==> src/rtl/irq_pkg.sv <==
// irq_pkg: state encoding, vector defaults and address helper
// shared by the interrupt controller and its sub-blocks.
package irq_pkg;

  typedef enum logic [1:0] {
    IDLE   = 2'd0,
    REQ    = 2'd1,
    ACTIVE = 2'd2
  } irq_state_e;

  localparam logic [31:0] VEC_BASE_DEF   = 32'h0000_0100;
  localparam int          VEC_STRIDE_DEF = 4;

  // Wraps modulo 2^32 by construction.
  function automatic logic [31:0] vec_addr(
    input logic [31:0] base,
    input logic [31:0] stride,
    input logic [31:0] id
  );
    return base + id * stride;
  endfunction

endpackage

==> src/rtl/irq_prio_enc.sv <==
// irq_prio_enc: lowest-index-first priority encoder
// with a valid flag.
module irq_prio_enc #(
  parameter int N    = 8,
  parameter int ID_W = 5
) (
  input  logic [N-1:0]    i_req,
  output logic            o_valid,
  output logic [ID_W-1:0] o_idx
);

  always_comb begin
    o_idx = '0;
    for (int i = N - 1; i >= 0; i--) begin
      if (i_req[i]) o_idx = ID_W'(i);
    end
  end

  assign o_valid = |i_req;

endmodule

==> src/rtl/irq_controller.sv <==
// irq_controller: edge-latched pending bits, enable mask, req/grant/done
// arbiter. Define IRQ_SYNC_EN to add a 2-flop input synchronizer.
module irq_controller
  import irq_pkg::*;
#(
  parameter int          NUM_IRQ    = 8,
  parameter logic [31:0] VEC_BASE   = VEC_BASE_DEF,
  parameter int          VEC_STRIDE = VEC_STRIDE_DEF,
  parameter int          ID_W       = 5
) (
  input  logic               clk,
  input  logic               reset,
  input  logic [NUM_IRQ-1:0] irq_src_i,
  input  logic               enable_we_i,
  input  logic [NUM_IRQ-1:0] enable_wdata_i,
  input  logic               irq_grant_i,
  input  logic               irq_done_i,
  output logic               irq_req_o,
  output logic [31:0]        irq_addr_o,
  output logic [ID_W-1:0]    irq_id_o,
  output logic               irq_active_o,
  output logic [NUM_IRQ-1:0] pending_o,
  output logic [NUM_IRQ-1:0] overrun_o
);

  logic [NUM_IRQ-1:0] w_src;
  logic [NUM_IRQ-1:0] r_src_q;
  logic [NUM_IRQ-1:0] w_edge;
  logic [NUM_IRQ-1:0] r_pend;
  logic [NUM_IRQ-1:0] r_ovr;
  logic [NUM_IRQ-1:0] r_en;
  logic [NUM_IRQ-1:0] w_cand;
  logic [NUM_IRQ-1:0] w_clr;
  logic [ID_W-1:0]    r_id;
  logic [ID_W-1:0]    w_sel;
  logic               w_valid;
  logic               w_take;
  irq_state_e         r_state;
  irq_state_e         w_next;

`ifdef IRQ_SYNC_EN
  logic [NUM_IRQ-1:0] r_sync1;
  logic [NUM_IRQ-1:0] r_sync2;

  always_ff @(posedge clk or negedge reset) begin
    if (!reset) begin
      r_sync1 <= '0;
      r_sync2 <= '0;
    end else begin
      r_sync1 <= irq_src_i;
      r_sync2 <= r_sync1;
    end
  end

  assign w_src = r_sync2;
`else
  assign w_src = irq_src_i;
`endif

  assign w_edge = w_src & ~r_src_q;
  assign w_cand = r_pend & r_en;
  assign w_take = (r_state == REQ) && irq_grant_i;
  assign w_clr  = w_take ? (NUM_IRQ'(1) << r_id) : '0;

  irq_prio_enc #(
    .N    (NUM_IRQ),
    .ID_W (ID_W)
  ) u_enc (
    .i_req   (w_cand),
    .o_valid (w_valid),
    .o_idx   (w_sel)
  );

  // A new edge beats the grant clear on the same bit.
  always_ff @(posedge clk or negedge reset) begin
    if (!reset) begin
      r_src_q <= '0;
      r_pend  <= '0;
      r_ovr   <= '0;
      r_en    <= '0;
      r_id    <= '0;
    end else begin
      r_src_q <= w_src;
      r_pend  <= (r_pend & ~w_clr) | w_edge;
      if (enable_we_i) begin
        r_en  <= enable_wdata_i;
        r_ovr <= (r_ovr | (w_edge & r_pend)) & enable_wdata_i;
      end else begin
        r_ovr <= r_ovr | (w_edge & r_pend);
      end
      if (r_state == IDLE && w_valid) r_id <= w_sel;
    end
  end

  always_ff @(posedge clk or negedge reset) begin
    if (!reset) r_state <= IDLE;
    else        r_state <= w_next;
  end

  always_comb begin
    w_next = r_state;
    unique case (r_state)
      IDLE:    if (w_valid)     w_next = REQ;
      REQ:     if (irq_grant_i) w_next = ACTIVE;
      ACTIVE:  if (irq_done_i)  w_next = IDLE;
      default: w_next = IDLE;
    endcase
  end

  always_comb begin
    irq_req_o    = (r_state == REQ);
    irq_active_o = (r_state == ACTIVE);
  end

  assign irq_id_o   = r_id;
  assign irq_addr_o = vec_addr(VEC_BASE, 32'(VEC_STRIDE), 32'(r_id));
  assign pending_o  = r_pend;
  assign overrun_o  = r_ovr;

endmodule

==> config.mk <==
export PLATFORM = sky130hd
export DESIGN_NAME = irq_controller
export DESIGN_NICKNAME = d
export VERILOG_FILES = /design/src/rtl/irq_pkg.sv /design/src/rtl/irq_prio_enc.sv /design/src/rtl/irq_controller.sv
export SDC_FILE = /design/constraint.sdc
export NUM_CORES = 1
export LEC_CHECK = 0
export CORE_ASPECT_RATIO = 1.5
export CORE_MARGIN = 3
export CORE_UTILIZATION = 42
export CTS_CLUSTER_DIAMETER = 100
export DETAILED_ROUTE_END_ITERATION = 8
export PLACE_DENSITY = 0.8
export SETUP_SLACK_MARGIN = 0.1
export SYNTH_ARGS = -nofsm -noshare
export SYNTH_HDL_FRONTEND = slang
export SYNTH_SLANG_ARGS = --single-unit
==> constraint.sdc <==
create_clock -name clk -period 1.5 [get_ports clk]
set_input_delay 0.3 -clock clk [delete_from_list [all_inputs] [get_ports clk]]
set_output_delay 0.3 -clock clk [all_outputs]
set_load 0.01 [all_outputs]
# Word-level counts from Yosys, hierarchy flattened
# Index checks and enable logic that the tools add are counted.
[op_classes] add_sub_neg=1 eq_ne=5 n_shift=1 mux=14 n_bitwise=9 reduce_logical=5
[op_table] cell="$and A8 B8 Y8" n=5
[op_table] cell="$mux W3" n=8
[op_table] cell="$mux W8" n=2
[op_table] cell="$not A8 Y8" n=2
[op_table] cell="$or A8 B8 Y8" n=2
[op_table] cell="$add A9 B7 Y10 const A" n=1
[op_table] cell="$reduce_or A8 Y1" n=1
[op_table] cell="$shl A1 B5 Y8 const A" n=1
[op_table] cell="$mux W2" n=3
[op_table] cell="$ne A2 B2 Y1 const B" n=3
[op_table] cell="$pmux W2 S3" n=1
[op_table] cell="$reduce_and A3 Y1" n=1
[op_table] cell="$eq A2 B1 Y1 const B" n=1
[op_table] cell="$eq A2 B2 Y1 const B" n=1
[op_table] cell="$logic_and A1 B1 Y1" n=2
[op_table] cell="$logic_not A2 Y1" n=1
[totals] ff_bits=39 in_bits=21 out_inout_bits=55

# Longest topological paths before layout
# Gate-level depths: netlist (run 1).
[logic_depth] ltp_word=9 ltp_mapped=5 depth_no_buf=5

# Hierarchy
# A second synthesis (run 1) with hierarchy kept.
[hier_totals] cells_unflattened=182 area_unflattened_um2=1906.8
[modules_own_cells] mod="irq_controller" n_inst=1 cells_per_inst=166 area_per_inst_um2=1806.7
[modules_own_cells] mod="irq_prio_enc" n_inst=1 cells_per_inst=16 area_per_inst_um2=100.1

# Worst setup path after synthesis (run 1)
# OpenSTA, ideal clock, no wires.
[synth_path] path_kind="reg2reg" startpoint="reg r_pend[2], in the netlist pending_o[2]" endpoint="reg r_id[0], in the netlist irq_id_o[0]" t_arrival_ns=1.319 setup_slack_ns=0.056 path_stages_with_launch=5 path_buffers=0 synth_period_minus_slack_ns=1.444 path_cell_list="dfrtp_1 -> a22oi_1 -> nand2_1 -> o21ai_0 -> mux2_2"
[synth_via] elab_chain_cells=4
[synth_rtl] element="start: declaration" line="irq_controller.sv:29" rtl="logic [NUM_IRQ-1:0] r_pend;"
[synth_rtl] element="start signal: assignment" line="irq_controller.sv:84" rtl="r_pend <= (r_pend & ~w_clr) | w_edge;"
[synth_rtl] element="$and A8 B8 Y8 (*)" line="irq_controller.sv:61" rtl="assign w_cand = r_pend & r_en;"
[synth_rtl] element="$mux W3 (3 in series)" line="irq_prio_enc.sv:15" rtl="if (i_req[i]) o_idx = ID_W'(i);"
[synth_rtl] element="end signal: assignment" line="irq_controller.sv:91" rtl="if (r_state == IDLE && w_valid) r_id <= w_sel;"
[synth_rtl] element="end: declaration" line="irq_controller.sv:34" rtl="logic [ID_W-1:0] r_id;"
# Mark *: on every way between the ends. The rest lies on a longest branch, timed or not.
# A chain may end at the register's enable or synchronous reset.

# Worst setup path in the final report (run 1)
[layout_path] startpoint="reg r_state[1]" endpoint="reg r_pend[0], in the netlist pending_o[0]"
[layout_via] elab_chain_cells=6
[layout_rtl] element="start: declaration" line="irq_controller.sv:38" rtl="irq_state_e r_state;"
[layout_rtl] element="start signal: assignment" line="irq_controller.sv:97" rtl="else r_state <= w_next;"
[layout_rtl] element="$eq A2 B1 Y1" line="irq_controller.sv:62" rtl="assign w_take = (r_state == REQ) && irq_grant_i;"
[layout_rtl] element="$logic_and A1 B1 Y1" line="irq_controller.sv:62"
[layout_rtl] element="$mux W8" line="irq_controller.sv:63" rtl="assign w_clr = w_take ? (NUM_IRQ'(1) << r_id) : '0;"
[layout_rtl] element="$not A8 Y8" line="irq_controller.sv:84"
[layout_rtl] element="$and A8 B8 Y8" line="irq_controller.sv:84"
[layout_rtl] element="$or A8 B8 Y8" line="irq_controller.sv:84"
# No other way between the ends.

==> results of run 1 <==
==> sequential cells by signal, indices dropped and copies added (netlist names) <==
register / cells
r_en: 8
overrun_o: 8
irq_id_o: 3
r_state: 2
r_src_q: 8
pending_o: 8
==> worst min-delay path by stage <==
stage | depth (start not counted) | slack [ps] | startpoint | to
final | 2 | 370 | reset | r_en[6]
after global routing | 2 | 380 | reset | r_en[6]
after CTS | 2 | 380 | reset | overrun_o[7]
after detailed placement | 1 | 450 | r_src_q[7] | pending_o[7]
after global placement | 1 | 440 | r_src_q[3] | pending_o[3]
after floorplan | 0 | 4 | reset | irq_id_o[0]
==> layout make-up <==
type	count	share of cell area [%]
clock buffer	5	2.91
clock inverter	3	0.742
inverter	24	3.81
multi-input combinational	104	26.0
sequential	37	39.2
tap	45	2.38
timing repair buffer	69	24.9
==> kinds of logic after synthesis <==
family	after synthesis	share of synthesized area [%]
compound gates	45	15.2
buf+inv	60	20.2
flops	37	52.8
mux	9	5.78
other cells	2	0.428
simple gates	19	5.64
==> through the flow <==
| step | cells | setup WS, ps |
|---|---|---|
| 3_3_place_gp | 274 | -230 |
| 6_report | 287 | 57.1 |
| 3_5_place_dp | 274 | -291 |
| 2_1_floorplan | 201 | 106 |
| 5_1_grt | 287 | -7.86 |
| 4_1_cts | 286 | 49.8 |
==> repair_timing <==
action,CTS,global route
pin swaps,0,3
endpoints found under the setup margin,26,11
buffers inserted,4,1
resized for setup,44,12
==> placed cells by master (no fill, tap or decap) <==
master	synthesis	layout
a21oi_1	12	12
a221o_1	1	1
a22o_1	2	2
a22oi_2	0	4
a31oi_1	8	8
a32oi_1	2	2
and2_1	1	1
buf_12	0	2
buf_2	1	3
buf_4	34	23
clkbuf_2	0	6
clkbuf_8	0	5
clkdlybuf4s15_1	0	1
clkdlybuf4s50_1	0	19
clkinv_2	0	2
clkinvlp_4	0	1
conb_1	2	31
dfrtp_1	37	36
dfrtp_2	0	1
dlygate4sd2_1	0	15
inv_1	24	23
inv_2	0	1
mux2_2	9	8
mux2_4	0	1
nand2_1	7	6
nand2_2	0	1
nand2b_1	4	4
nand3_1	1	1
nand3b_1	1	1
nor2_1	1	1
nor2b_1	1	1
o21ai_0	15	14
o21ai_2	0	1
o22ai_1	1	1
or2_1	1	1
or3_1	2	2
==> per-layer routing <==
layer  GRT usage, %  share of wire [%]  routed length (um)
met5              0                  0                   0
met4           6.80                2.9                 111
met3           4.72                8.1                 316
met2           27.2                 52                2020
met1           18.8                 37                1450
==> critical path: cells and delay by family, from the launching register on <==
kind / cells / cell delay [ps]
compound gates: 1 / 200
flops: 1 / 400
simple gates: 3 / 730
==> power groups by stage <==
stage	logic (mW)	registers, mW	clock network, mW
floorplan	0.572	1.47	0
global placement	1.40	1.40	0
detailed placement	1.43	1.40	0
CTS	1.42	1.36	0.696
global route	1.57	1.39	0.755
finish	1.44	1.37	0.674
==> flow_metrics.py, run 1 <==
metrics = {
    "synthesis": {
        "syn-cell-area_sq_um": 1750,
        "yosysMostFrequentCell": "dfrtp_1",
        "synth_edf_count": 0,
        "ys_top_cells_by_count": "dfrtp_1 (37), buf_4 (34), inv_1 (24)",
        "synthArstFlopShare_pct": 100,
        "yosysTopAreaCell": "dfrtp_1",
        "ys_types": 24,
        "ys_seq_area_share_pct": 52.8,
        "yosysWarningCount": 0,
        "synthCells": 172,
        "avgSynthCellArea_sq_um": 10.2,
        "synth.area.top_cells": "dfrtp_1 (53%), buf_4 (15%), mux2_2 (5.8%), inv_1 (5.1%), o21ai_0 (4.3%)",
        "yosys_most_used_dff": "dfrtp_1",
        "synth_top_area_share_pct": 52.8,
        "synth-seq-cells": 37,
    },
    "setup_path": {
        "rr_startpoint": "r_state[1]",
        "reg2regPathDepth": 4,
        "cp-start-kind": "flip-flop",
        "arrival_ps": 1620,
        "cp_max_fo": 4,
        "crit_required_ps": 1680,
        "critical_path_class": "reg2reg",
        "end_kind": "flip-flop",
        "max_stage_delay_ps": 400,
        "reg2reg_to": "pending_o[0]",
        "r2r_slack_ps": 60,
        "critPathSlowestCell": "dfrtp_1",
        "crit_start": "r_state[1]",
        "cp_cell_sequence": "nand3b_1 -> or2_1 -> or3_1 -> a22o_1",
        "crit_end": "pending_o[0]",
    },
    "clocking": {
        "clock_sinks": 37,
        "clkLatencyLatePin_ps": 300,
        "cts_buffers": 5,
        "path_clk_slew_ps": 80,
        "h-tree-depth": 2,
        "ctsHoldBuffers": 0,
        "clockBufferDepth": 2,
        "cts_tree": "yes",
        "root_buffer": "clkbuf_8",
    },
    "global_routing": {
        "grt_pass1_wl_mm": 5.97,
        "grt_start_max_net_pins": 38,
        "antenna_found_initial": 0,
        "grt_overflow": 0,
        "grt_pass1_vias": 1286,
        "grt_usage_pct": 16.2,
    },
    "placement": {
        "place.port_buffers": 44,
        "place_area_sq_um": 2280,
        "dp_hpwl_mm": 2.89,
        "gp_congestion": 0.829,
    },
    "finish": {
        "final_cell_area_sq_um": 2360,
        "multi_input_area_sq_um": 613,
        "final_nets": 262,
        "finalCoreUtilization_pct": 59.1,
        "drive_gt1_share_pct": 24.4,
        "area_growth_pct": 34.7,
        "fill_cells": 346,
        "diodes": 0,
        "seqCellArea_sq_um": 927,
    },
    "pwr": {
        "powerDensity_nw_per_um2": 1470,
        "p_comb_share_pct": 41.3,
        "power.share.clock_pct": 19.4,
        "power_frac_seq_pct": 39.3,
        "max-vdd-ir-drop_uv": 1040,
        "power.switching_mw": 1.21,
        "total_power_mw": 3.48,
        "switching_share_pct": 34.8,
        "leakagePower_nw": 1.17,
        "p_int_mw": 2.27,
    },
    "outcome": {
        "status": "finished, final reports clean",
    },
    "die": {
        "ioPinCount": 76,
        "rows": 28,
        "core_area_sq_um": 3990,
        "die-area_sq_um": 5000,
        "die_h_um": 85.2,
        "die_w_um": 58.8,
        "start_util_pct": 43.9,
    },
    "route": {
        "routed_via_density": 4.81,
        "num_vias": 1381,
        "drtPass1Iterations": 4,
        "wl_per_cell_um": 13.6,
        "drt_iter0_drc": 38,
        "final_antenna_net_count": 0,
        "wl_mm": 3.89,
        "drc": 0,
    },
    "run": {
        "cap_violations": 0,
    },
    "sta": {
        "max_freq_ghz": 0.693,
        "fin_crit_sh_pct": 96.2,
        "hold_slack_ps": 372,
        "setup-tns-final_ps": 0,
        "period_minus_slack_ps": 1440,
        "finalSetupViolCount": 0,
        "rsz0062_at_grt": "true",
        "skew_ps": 7.63,
        "finalHoldViolations": 0,
        "finalMaxSlewViolations": 0,
    },
    "worst_hold_path": {
        "min_path_type": "in2async",
    },
}
(Power assumes the default switching activity.)
==> run 2, diff against run 1 <==
--- a/config.mk
+++ b/config.mk
@@ -5,6 +5,7 @@
 export SDC_FILE = /design/constraint.sdc
 export NUM_CORES = 1
 export LEC_CHECK = 0
+export CAP_MARGIN = 0
 export CORE_ASPECT_RATIO = 1.5
 export CORE_MARGIN = 3
 export CORE_UTILIZATION = 42
==> results of run 2 <==
No change in the layout: final DEF, timing and power equal those of run 1.
==> run 3, diff against run 2 <==
--- a/config.mk
+++ b/config.mk
@@ -8,10 +8,10 @@
 export CAP_MARGIN = 0
 export CORE_ASPECT_RATIO = 1.5
 export CORE_MARGIN = 3
-export CORE_UTILIZATION = 42
+export CORE_UTILIZATION = 45
 export CTS_CLUSTER_DIAMETER = 100
 export DETAILED_ROUTE_END_ITERATION = 8
-export PLACE_DENSITY = 0.8
+export PLACE_DENSITY = 0.85
 export SETUP_SLACK_MARGIN = 0.1
 export SYNTH_ARGS = -nofsm -noshare
 export SYNTH_HDL_FRONTEND = slang
==> constraint.sdc (replaced) <==
create_clock -name clk -period 1.8 [get_ports clk]
set_input_delay 0.36 -clock clk [delete_from_list [all_inputs] [get_ports clk]]
set_output_delay 0.36 -clock clk [all_outputs]
set_load 0.01 [all_outputs]
==> run 3 against run 2 <==
Against the previous run:
- final cell count decreased by 6.3%
- largest power group is now sequential cells
- routed wire length decreased by 8.9%
- first-iteration DRC count is 66% lower
- combinational power shrank 31%
- utilization rose by 2.0 points
- non-clock buffer count is 16 lower
- register-to-register slack improved by 200 ps
- critical path depth down 3
- largest cell class unchanged
==> flow_metrics.py, run 3 (synthesis gave the netlist of run 1 again) <==
metrics = {
    "finish": {
        "mostFrequentLayoutCells": "clkdlybuf4s50_1 (40), dfrtp_1 (32), conb_1 (31)",
        "area_growth_pct": 29.5,
        "drive_gt1_share_pct": 13.7,
        "final_nets": 246,
        "mostFrequentLayoutCell": "clkdlybuf4s50_1",
        "finalCoreUtilization_pct": 61.1,
        "diodes": 0,
        "final_cells": 269,
    },
    "clocking": {
        "path_clk_slew_ps": 70,
        "h-tree-depth": 2,
        "clockBufferDepth": 2,
        "root_buffer": "clkbuf_8",
        "ctsHoldBuffers": 0,
        "clock_sinks": 37,
        "cts_tree": "yes",
        "cts_buffers": 5,
        "clkLatencyLatePin_ps": 290,
    },
    "setup_path": {
        "max_stage_delay_ps": 570,
        "end_kind": "output port",
        "cp_cell_sequence": "clkdlybuf4s50_1",
        "cp-start-kind": "flip-flop",
        "arrival_ps": 1310,
        "critical_path_class": "reg2out",
        "crit_required_ps": 1440,
        "worst-path-buf-inv": 1,
        "critPathSlowestCell": "clkdlybuf4s50_1",
        "cp_max_fo": 8,
        "cp_top_family": "buffers and inverters",
    },
    "global_routing": {
        "grt_usage_pct": 16.7,
        "grt_overflow": 0,
        "antenna_found_initial": 0,
        "grt_start_max_net_pins": 38,
        "grt_pass1_vias": 1310,
        "grt_pass1_wl_mm": 5.80,
    },
    "die": {
        "core_area_sq_um": 3720,
        "rows": 27,
        "die_w_um": 57.0,
        "start_util_pct": 47.2,
        "die-area_sq_um": 4700,
        "ioPinCount": 76,
        "die_h_um": 82.5,
    },
    "placement": {
        "dp_hpwl_mm": 2.70,
        "place.port_buffers": 44,
        "gp_congestion": 0.885,
        "dp.cells": 259,
    },
    "sta": {
        "setup-tns-final_ps": 0,
        "rsz0062_at_grt": "false",
        "max_freq_ghz": 0.598,
        "finalHoldViolations": 0,
        "finalMaxSlewViolations": 0,
        "period_minus_slack_ps": 1670,
        "skew_ps": 3.39,
        "finalSetupViolCount": 0,
        "fin_crit_sh_pct": 92.9,
    },
    "route": {
        "drt_iter0_drc": 13,
        "wl_per_cell_um": 13.2,
        "drc": 0,
        "final_antenna_net_count": 0,
        "num_vias": 1305,
        "wl_mm": 3.54,
        "drtPass1Iterations": 4,
        "routed_via_density": 4.85,
    },
    "pwr": {
        "leakagePower_nw": 1.07,
        "max-vdd-ir-drop_uv": 815,
        "total_power_mw": 2.82,
        "powerDensity_nw_per_um2": 1240,
    },
    "run": {
        "cap_violations": 0,
    },
    "worst_hold_path": {
        "min_path_type": "reg2reg",
    },
    "outcome": {
        "status": "finished, final reports clean",
    },
}
## run 3: cell types whose count changed in the layout (fill, tap and decap cells not counted), sizes merged
cell	delta
buf	-19
clkbuf	-4
clkdlybuf4s15	-1
clkdlybuf4s50	+21
clkinv	-1
clkinvlp	-1
dlygate4sd2	-13
dlymetal6s2s	+2
## run 3: path summary, 6_finish.rpt
path | end | slack [ps] | from | depth (start not counted)
worst max-delay path | irq_id_o[0] | 130 | irq_id_o[0] | 1
worst min-delay path | pending_o[1] | 460 | r_src_q[1] | 1
worst max register to register | irq_id_o[0] | 260 | r_en[2] | 4
worst min register to register | pending_o[1] | 460 | r_src_q[1] | 1
max in group asynchronous | pending_o[7] | 970 | reset | 2
min in group asynchronous | overrun_o[7] | 470 | reset | 2
## run 3: power breakdown
group	internal, mW	switching, mW
logic	0.550	0.448
clock network	0.346	0.283
registers	1.01	0.179
## run 3: metal layers
| layer | vias to the layer above | share of wire [%] | track usage [%] |
|---|---|---|---|
| met5 | - | 0 | 0 |
| met4 | 0 | 2.3 | 9.51 |
| met3 | 8 | 7.9 | 5.13 |
| met2 | 56 | 53 | 30.0 |
| met1 | 626 | 36 | 16.9 |
| li1 | 615 | - | - |
## run 3: area by class of cell
class	instances	area [sq um]
Clock buffer	7	96.3
Clock inverter	1	5.00
Fill cell	305	1450
Inverter	24	90.1
Multi-Input combinational cell	104	583
Sequential cell	37	932
Tap cell	43	53.8
Timing Repair Buffer	53	510
## run 3: timing repair
item                                    CTS  global route
gates resized for setup                   4             6
gates cloned                              0             0
setup buffers                             0             2
endpoints found under the setup margin    6             9
pin swaps                                 0             0
## run 3: stage by stage
stage	worst slack, ps	hold slack [ps]	cell area (sq um)
after floorplan	356	64.4	1860
after global placement	31.7	441	2150
after detailed placement	15.7	450	2150
after CTS	107	459	2250
after global routing	82.7	489	2270
final	128	455	2270
